$ cat src/rtl/microsecond_alarm_timer.sv
// microsecond_alarm_timer: memory-mapped one-shot alarm driven by the free-running
// microsecond count. CPU loads DELAY, writes START, and gets a level IRQ once the
// count reaches I_COUNT(start) + DELAY, using a wrap-safe compare.
// Optional feature: define MICROSECOND_ALARM_TIMER_PERIODIC_EN for periodic mode
// (CTRL bit3 PERIODIC, STATUS bit2 PERIODIC, STATUS bit3 sticky OVERRUN).
module microsecond_alarm_timer #(
  parameter int P_WIDTH      = 32,
  parameter int P_ADDR_WIDTH = 2
) (
  input  logic                    I_CLK,
  input  logic                    I_NRESET,
  input  logic [P_WIDTH-1:0]      I_COUNT,
  input  logic                    I_WRITE_EN,
  input  logic                    I_READ_EN,
  input  logic [P_ADDR_WIDTH-1:0] I_ADDR,
  input  logic [P_WIDTH-1:0]      I_DATA,
  output logic [P_WIDTH-1:0]      O_READ_DATA,
  output logic                    O_IRQ
);

  typedef enum logic [1:0] {
    S_IDLE  = 2'd0,
    S_ARMED = 2'd1,
    S_FIRED = 2'd2
  } state_t;

  localparam logic [P_ADDR_WIDTH-1:0] A_CTRL   = P_ADDR_WIDTH'(0);
  localparam logic [P_ADDR_WIDTH-1:0] A_DELAY  = P_ADDR_WIDTH'(1);
  localparam logic [P_ADDR_WIDTH-1:0] A_STATUS = P_ADDR_WIDTH'(2);
  localparam logic [P_ADDR_WIDTH-1:0] A_SNAP   = P_ADDR_WIDTH'(3);

  state_t             state_q, state_d;
  logic [P_WIDTH-1:0] delay_q, delay_d;
  logic [P_WIDTH-1:0] deadline_q, deadline_d;
  logic [P_WIDTH-1:0] snap_q, snap_d;
  logic [P_WIDTH-1:0] rdata_q, rdata_d;
  logic               irq_q, irq_d;
`ifdef MICROSECOND_ALARM_TIMER_PERIODIC_EN
  logic               periodic_q, periodic_d;
  logic               overrun_q, overrun_d;
`endif

  logic               ctrl_wr;
  logic               delay_wr;
  logic [P_WIDTH-1:0] diff;
  logic               fire;
  logic [P_WIDTH-1:0] status;
  logic               unused_data_msb;

  // Bus decode and the wrap-safe "count has reached deadline" test
  always_comb begin
    ctrl_wr         = I_WRITE_EN && (I_ADDR == A_CTRL);
    delay_wr        = I_WRITE_EN && (I_ADDR == A_DELAY);
    diff            = I_COUNT - deadline_q;
    fire            = (state_q == S_ARMED) && !diff[P_WIDTH-1];
    unused_data_msb = I_DATA[P_WIDTH-1];
  end

  // STATUS register image
  always_comb begin
    status    = '0;
    status[0] = (state_q == S_ARMED);
    status[1] = (state_q == S_FIRED);
`ifdef MICROSECOND_ALARM_TIMER_PERIODIC_EN
    status[2] = periodic_q;
    status[3] = overrun_q;
`endif
  end

  // Next-state: CTRL writes take precedence over a coincident fire; within a
  // CTRL write, IRQ_ACK is applied first, then STOP beats START.
  always_comb begin
    state_d    = state_q;
    delay_d    = delay_q;
    deadline_d = deadline_q;
    snap_d     = snap_q;
    rdata_d    = rdata_q;
    irq_d      = irq_q;
`ifdef MICROSECOND_ALARM_TIMER_PERIODIC_EN
    periodic_d = periodic_q;
    overrun_d  = overrun_q;
`endif

    if (delay_wr) begin
      delay_d = {1'b0, I_DATA[P_WIDTH-2:0]};
    end

    if (ctrl_wr) begin
`ifdef MICROSECOND_ALARM_TIMER_PERIODIC_EN
      periodic_d = I_DATA[3];
`endif
      if (I_DATA[2]) begin
        irq_d = 1'b0;
`ifdef MICROSECOND_ALARM_TIMER_PERIODIC_EN
        overrun_d = 1'b0;
`endif
        if (state_q == S_FIRED) begin
          state_d = S_IDLE;
        end
      end
      if (I_DATA[1]) begin
        state_d = S_IDLE;
      end else if (I_DATA[0]) begin
        state_d    = S_ARMED;
        deadline_d = I_COUNT + delay_q;
      end
    end else if (fire) begin
      irq_d  = 1'b1;
      snap_d = I_COUNT;
`ifdef MICROSECOND_ALARM_TIMER_PERIODIC_EN
      if (periodic_q) begin
        deadline_d = deadline_q + delay_q;
        if (irq_q) begin
          overrun_d = 1'b1;
        end
      end else begin
        state_d = S_FIRED;
      end
`else
      state_d = S_FIRED;
`endif
    end

    if (I_READ_EN) begin
      unique case (I_ADDR)
        A_DELAY:  rdata_d = delay_q;
        A_STATUS: rdata_d = status;
        A_SNAP:   rdata_d = snap_q;
        default:  rdata_d = '0;
      endcase
    end
  end

  // State and register file, cleared asynchronously
  always_ff @(posedge I_CLK or negedge I_NRESET) begin
    if (!I_NRESET) begin
      state_q    <= S_IDLE;
      delay_q    <= '0;
      deadline_q <= '0;
      snap_q     <= '0;
      rdata_q    <= '0;
      irq_q      <= 1'b0;
`ifdef MICROSECOND_ALARM_TIMER_PERIODIC_EN
      periodic_q <= 1'b0;
      overrun_q  <= 1'b0;
`endif
    end else begin
      state_q    <= state_d;
      delay_q    <= delay_d;
      deadline_q <= deadline_d;
      snap_q     <= snap_d;
      rdata_q    <= rdata_d;
      irq_q      <= irq_d;
`ifdef MICROSECOND_ALARM_TIMER_PERIODIC_EN
      periodic_q <= periodic_d;
      overrun_q  <= overrun_d;
`endif
    end
  end

  assign O_READ_DATA = rdata_q;
  assign O_IRQ       = irq_q;

endmodule
$ cat config.mk
export PLATFORM = sky130hd
export DESIGN_NAME = microsecond_alarm_timer
export DESIGN_NICKNAME = d
export VERILOG_FILES = /design/src/rtl/microsecond_alarm_timer.sv
export SDC_FILE = /design/constraint.sdc
export NUM_CORES = 1
export LEC_CHECK = 0
export ABC_CLOCK_PERIOD_IN_PS = 3780
export CORE_ASPECT_RATIO = 0.5
export CORE_MARGIN = 2
export CORE_UTILIZATION = 40
export DETAILED_ROUTE_END_ITERATION = 6
export PLACE_DENSITY = 0.71
export SYNTH_ARGS = -nofsm -noshare
export SYNTH_HDL_FRONTEND = slang
export SYNTH_SLANG_ARGS = --single-unit
$ cat constraint.sdc
create_clock -name I_CLK -period 3.78 [get_ports I_CLK]
set_input_delay 0.756 -clock I_CLK [delete_from_list [all_inputs] [get_ports I_CLK]]
set_output_delay 0.756 -clock I_CLK [all_outputs]
set_load 0.005 [all_outputs]
Word level (Yosys, flattened, before mapping)
Index checks and enable logic that the tools add are counted.
- memories kept: 0
- bits in latches: 0
- bits in writable memories: 0
- ROM bits: 0
- register bits after elaboration: 130
- input port bits: 70
- word-level logic and storage cells: 38
- divide/modulo/power cells: 0
- mux-type cells: 10
- shift operators: 0
- magnitude comparators: 0
- add/sub/neg operators: 2
- eq/ne operators: 8
- multipliers: 0
- bitwise gates (word level): 2
- reductions and logical operators: 10
- operators with widths (operator ; number):
    32-bit one-hot mux with 3 select lines ; 1
    32-bit by 31-bit adder with 32-bit output ; 1
    32-bit subtractor ; 1
    2-bit 2-to-1 mux ; 6
    2-bit == test (second input constant) ; 3
    3-bit AND reduction ; 2
    2-bit by 1-bit == test with 1-bit output (second input constant) ; 2
    4-bit by 3-bit inequality test with 1-bit output (second input constant) ; 1
    4-bit inequality test (second input constant) ; 1
    2-bit AND reduction ; 2
    1-bit logical AND ; 3
    1-bit 2-to-1 mux ; 3
    2-bit logical NOT ; 1
    2-bit inequality test (second input constant) ; 1
    1-bit inverter ; 2
    2-bit nonzero test ; 1
    1-bit logical NOT ; 1

Longest topological paths before layout
Gate-level depths: netlist of run 1.
- depth after elaboration: 6
- gate-level depth with buffers: 12
- depth with buffers taken out: 12

Least setup slack after synthesis of run 1
OpenSTA, ideal clock, no wires.
- path kind: input port to flip-flop
- from: input I_COUNT[7]
- to: register deadline_q[31]
- stages: 10
- arrival time: 3.067 ns
- buffers on the path: 0
- setup slack: 0.584 ns
- required time: 3.651 ns
- cells stage by stage: ha_1 a21o_1 a221oi_2 o21ai_2 a221o_1 a41o_1 a211o_1 a311oi_2 or4_1 nand3_1
- cells in the longest elaborated chain, start to end: 1
- ends and longest elaborated chain (element ; RTL line ; text):
    start: declaration ; 12 ; input logic [P_WIDTH-1:0] I_COUNT,
    32-bit by 31-bit adder with 32-bit output ; 105 ; deadline_d = I_COUNT + delay_q;
    end signal: assignment ; 150 ; deadline_q <= deadline_d;
    end: declaration ; 34 ; logic [P_WIDTH-1:0] deadline_q, deadline_d;
Every way passes these cells.
A chain may end at the register's enable or synchronous reset.

Worst setup path in the final report of run 1
Ends and elaborated chain as after synthesis.

==> metrics, run 1 <==
status completed; Layout Nets about 1000; Remaining Overflow, GRT 0; CP max stage delay approximately 470 ps; fin worst setup slack about 170 ps; EDFF count, synth 0; clk buf depth 2; ys flop type dfrtp_1; TritonRoute pass-1 iters 5; Fin. Hold Viols 0; DP Worst Slack -248 ps; total number of vias 5855; Seq/Total Area, Yosys 0.439; Critical Path RT 4070 ps; Final HPWL DP approximately 13000 microns; Buf/Inv on CP 1; top cell type's share of synthesized area 0.439; worst-path maximum fanout 4; Reg-to-Reg Start delay_q[7]$_DFFE_PN0P_; Final Non-Filler Cells around 1100; CTS sink cnt 130; Worst-Skew Late Latency 410 ps; slowest CP cell clkdlybuf4s50_1; layout cells sized above 1 0.160; DRT iter0 DRCs between 200 and 250; fin crit share 0.955; Worst Hold Class in2async; die width approximately 200 microns; antenna violations before repair 0; Starting Density 0.405; DR DRC count 0; synthesized flop and latch total 130; io pins a little over 100; IO buf count 101; vias in the first global route between 6000 and 7000; Detail Route Antenna Nets 0; Worst Setup Start Kind input port; fmax ~0.28 GHz; # fillers around 1600; top cell family by delay on the critical path compound AO/OA/AOI/OAI gates; DR vias/cell around 5.2; worst reg-to-reg path cell count 10; final setup vio count 0; Final Max Slew Viols 0; number of cells on the critical path 11; CP Class in2reg; CP Cell Sequence clkdlybuf4s50_1 > ha_1 > a21o_1 > a221oi_2 > o21ai_2 > a221o_1 > a41o_1 > a211o_1 > a311oi_2 > or4_1 > nand3_1; reg2reg setup slack ~630 ps; first-pass GRT wire length slightly above 30000 microns; total CTS buffers 17; Leak ~0.0044 uW; Slew @ Worst Pin approximately 840 ps; Reg area about 3300 sq um; reg2reg end deadline_q[31]$_DFFE_PN0P_; RSZ-0062 raised after global routing false; CTS root buf clkbuf_16; Cell variety after synth 57; Syn Nets 840; crit path to deadline_q[31]$_DFFE_PN0P_; Total Die Area 19700 sq um; Cells after DPL 1085; routed len/inst around 16 microns; Max-Cap Viols 0; CTS tree built; Total Routing Usage GR 0.193; peak supply drop 0.372 mV; Mapped Area 7400 sq um; Worst Path Arrival around 4000 ps; Placer Congestion approximately 0.87; critical path capture point type flop; # rows 35; clock skew approximately 8.3 ps; crit path time final around 3600 ps; core footprint around 18000 sq um; synth top area cells dfrtp_1, ha_1, mux2_2; syn avg cell area between 10 and 15 sq um; fraction of registers with async set/reset 1.00; area grow syn2layout 30.6%; slew margin rel. 0.438; antenna fix cells 0; Hold Slack 206 ps; height of the chip between 100 and 150 microns; largest net degree at the start of global routing 65; Worst Setup SP I_COUNT[7]; Power per Cell Area 595 nW/um^2; area of the multi-input gates 3810 sq um; H-tree Lvls 4; Hold-fix buffers, CTS 0; post-synth top area cell dfrtp_1; Post-Syn Instances 708; Ys Warns 0; final WL 18200 microns; clk slew on worst S/H paths about 60 ps
==> cell type report <==
| type | instances | area share |
|---|---|---|
| Multi-Input combinational cell | 485 | 0.394 |
| Clock inverter | 10 | 0.0111 |
| Sequential cell | 130 | 0.336 |
| Tap cell | 240 | 0.0311 |
| Timing Repair Buffer | 162 | 0.152 |
| Clock buffer | 22 | 0.0490 |
| Inverter | 68 | 0.0264 |
==> flip-flops by register name (all words and copies together) (netlist names) <==
register and count:
O_READ_DATA 32, deadline_q 32, snap_q 32, delay_q 31
state_q 2, O_IRQ 1
==> synth_stat cells, drive strengths merged (9+ instances only) <==
master  instances
xnor2          12
mux2i          29
ha             61
a21oi          40
xor2           16
nor2           15
o22ai          29
nand2          52
a21o           13
nand2b          9
o21ai          53
mux2           64
clkbuf         19
dfrtp         130
inv            68
==> report_power, final <==
| part | leakage (uW) | switching (uW) | total [uW] | internal [uW] |
|---|---|---|---|---|
| logic | 0.00253 | 946 | 2010 | 1060 |
| clock network | 0.000282 | 622 | 1640 | 1020 |
| registers | 0.00162 | 264 | 2100 | 1840 |
| total | 0.00443 | 1830 | 5750 | 3920 |
==> worst reg2reg max path, stage by stage, from the launching register on <==
cell      delay (ps)
dfrtp_1          400
ha_1             340
a21o_1           200
a221oi_2         310
o21ai_2          130
a221o_1          410
a41o_1           330
a211o_1          370
a311oi_2         310
or4_1            150
nand3_1           80
==> kinds of logic after synthesis <==
kind of cell	share of synthesized area
xor gates and xnor gates	0.0341
adders and majority gates	0.106
AOI/OAI and AO/OA	0.154
buffers and inverters	0.0477
and+or+nand+nor	0.0830
muxes	0.137
DFF	0.439
==> placed cells by master (no fill, tap or decap), types with 5 or more instances in the layout <==
cell type	synthesis	routed
nor2b_1	7	7
nand4_1	6	6
dfrtp_1	130	130
o211ai_1	5	5
xor2_1	16	16
a21o_1	13	13
o21ai_0	51	51
clkinv_2	0	5
o21a_1	5	5
mux2_1	24	24
clkbuf_16	0	17
nand2_1	52	52
mux2i_1	29	29
nand2b_1	9	9
clkdlybuf4s50_1	0	99
ha_1	61	61
o22ai_1	29	29
a21oi_1	40	40
buf_4	0	61
nor2_1	15	15
xnor2_1	11	11
mux2_2	40	40
inv_1	68	68
nand3_1	7	7
a211oi_1	6	6
==> routing by layer <==
metal / up-vias / track usage / wire (microns) / share of wire
li1: 2849 / - / - / -
met1: 2907 / 0.255 / 8870 / 0.49
met4: 0 / 0.0495 / 190 / 0.010
met3: 18 / 0.0366 / 569 / 0.031
met5: - / 0 / 0 / 0
met2: 81 / 0.330 / 8610 / 0.47
==> worst min path at each step <==
stage | startpoint | end | slack (ps) | cells past startpoint
after CTS | I_NRESET | O_READ_DATA[8]$_DFFE_PN0P_ | 210 | 1
after floorplan | deadline_q[26]$_DFFE_PN0P_ | deadline_q[26]$_DFFE_PN0P_ | 450 | 2
after detailed placement | O_IRQ$_DFFE_PN0P_ | O_IRQ$_DFFE_PN0P_ | 470 | 2
final | I_NRESET | O_READ_DATA[8]$_DFFE_PN0P_ | 210 | 1
after global placement | deadline_q[5]$_DFFE_PN0P_ | deadline_q[5]$_DFFE_PN0P_ | 460 | 2
after global routing | I_NRESET | O_READ_DATA[8]$_DFFE_PN0P_ | 210 | 1
==> through the flow <==
stage	total power [uW]	utilization	TNS (ps)	instance area [sq um]
floorplan	3330	-	0	7400
global placement	4030	0.497	-6850	9080
detailed placement	4120	0.497	-7610	9080
CTS	5790	0.529	0	9660
global route	6150	0.530	0	9670
finish	5750	0.530	0	9670
==> what timing repair did <==
item	in CTS	in global routing
resized for setup	0	1
setup endpoints to repair	0	1
endpoints found under the hold margin	0	0
buffers inserted	0	0
No activity file was read; power rests on OpenSTA's default activity.
==> run 2: changes to the inputs <==
--- a/config.mk
+++ b/config.mk
@@ -11,6 +11,7 @@
 export CORE_UTILIZATION = 40
 export DETAILED_ROUTE_END_ITERATION = 6
 export PLACE_DENSITY = 0.71
+export SLEW_MARGIN = 0
 export SYNTH_ARGS = -nofsm -noshare
 export SYNTH_HDL_FRONTEND = slang
 export SYNTH_SLANG_ARGS = --single-unit
==> results of run 2 <==
The final DEF is identical to that of run 1; final timing and power are the same.
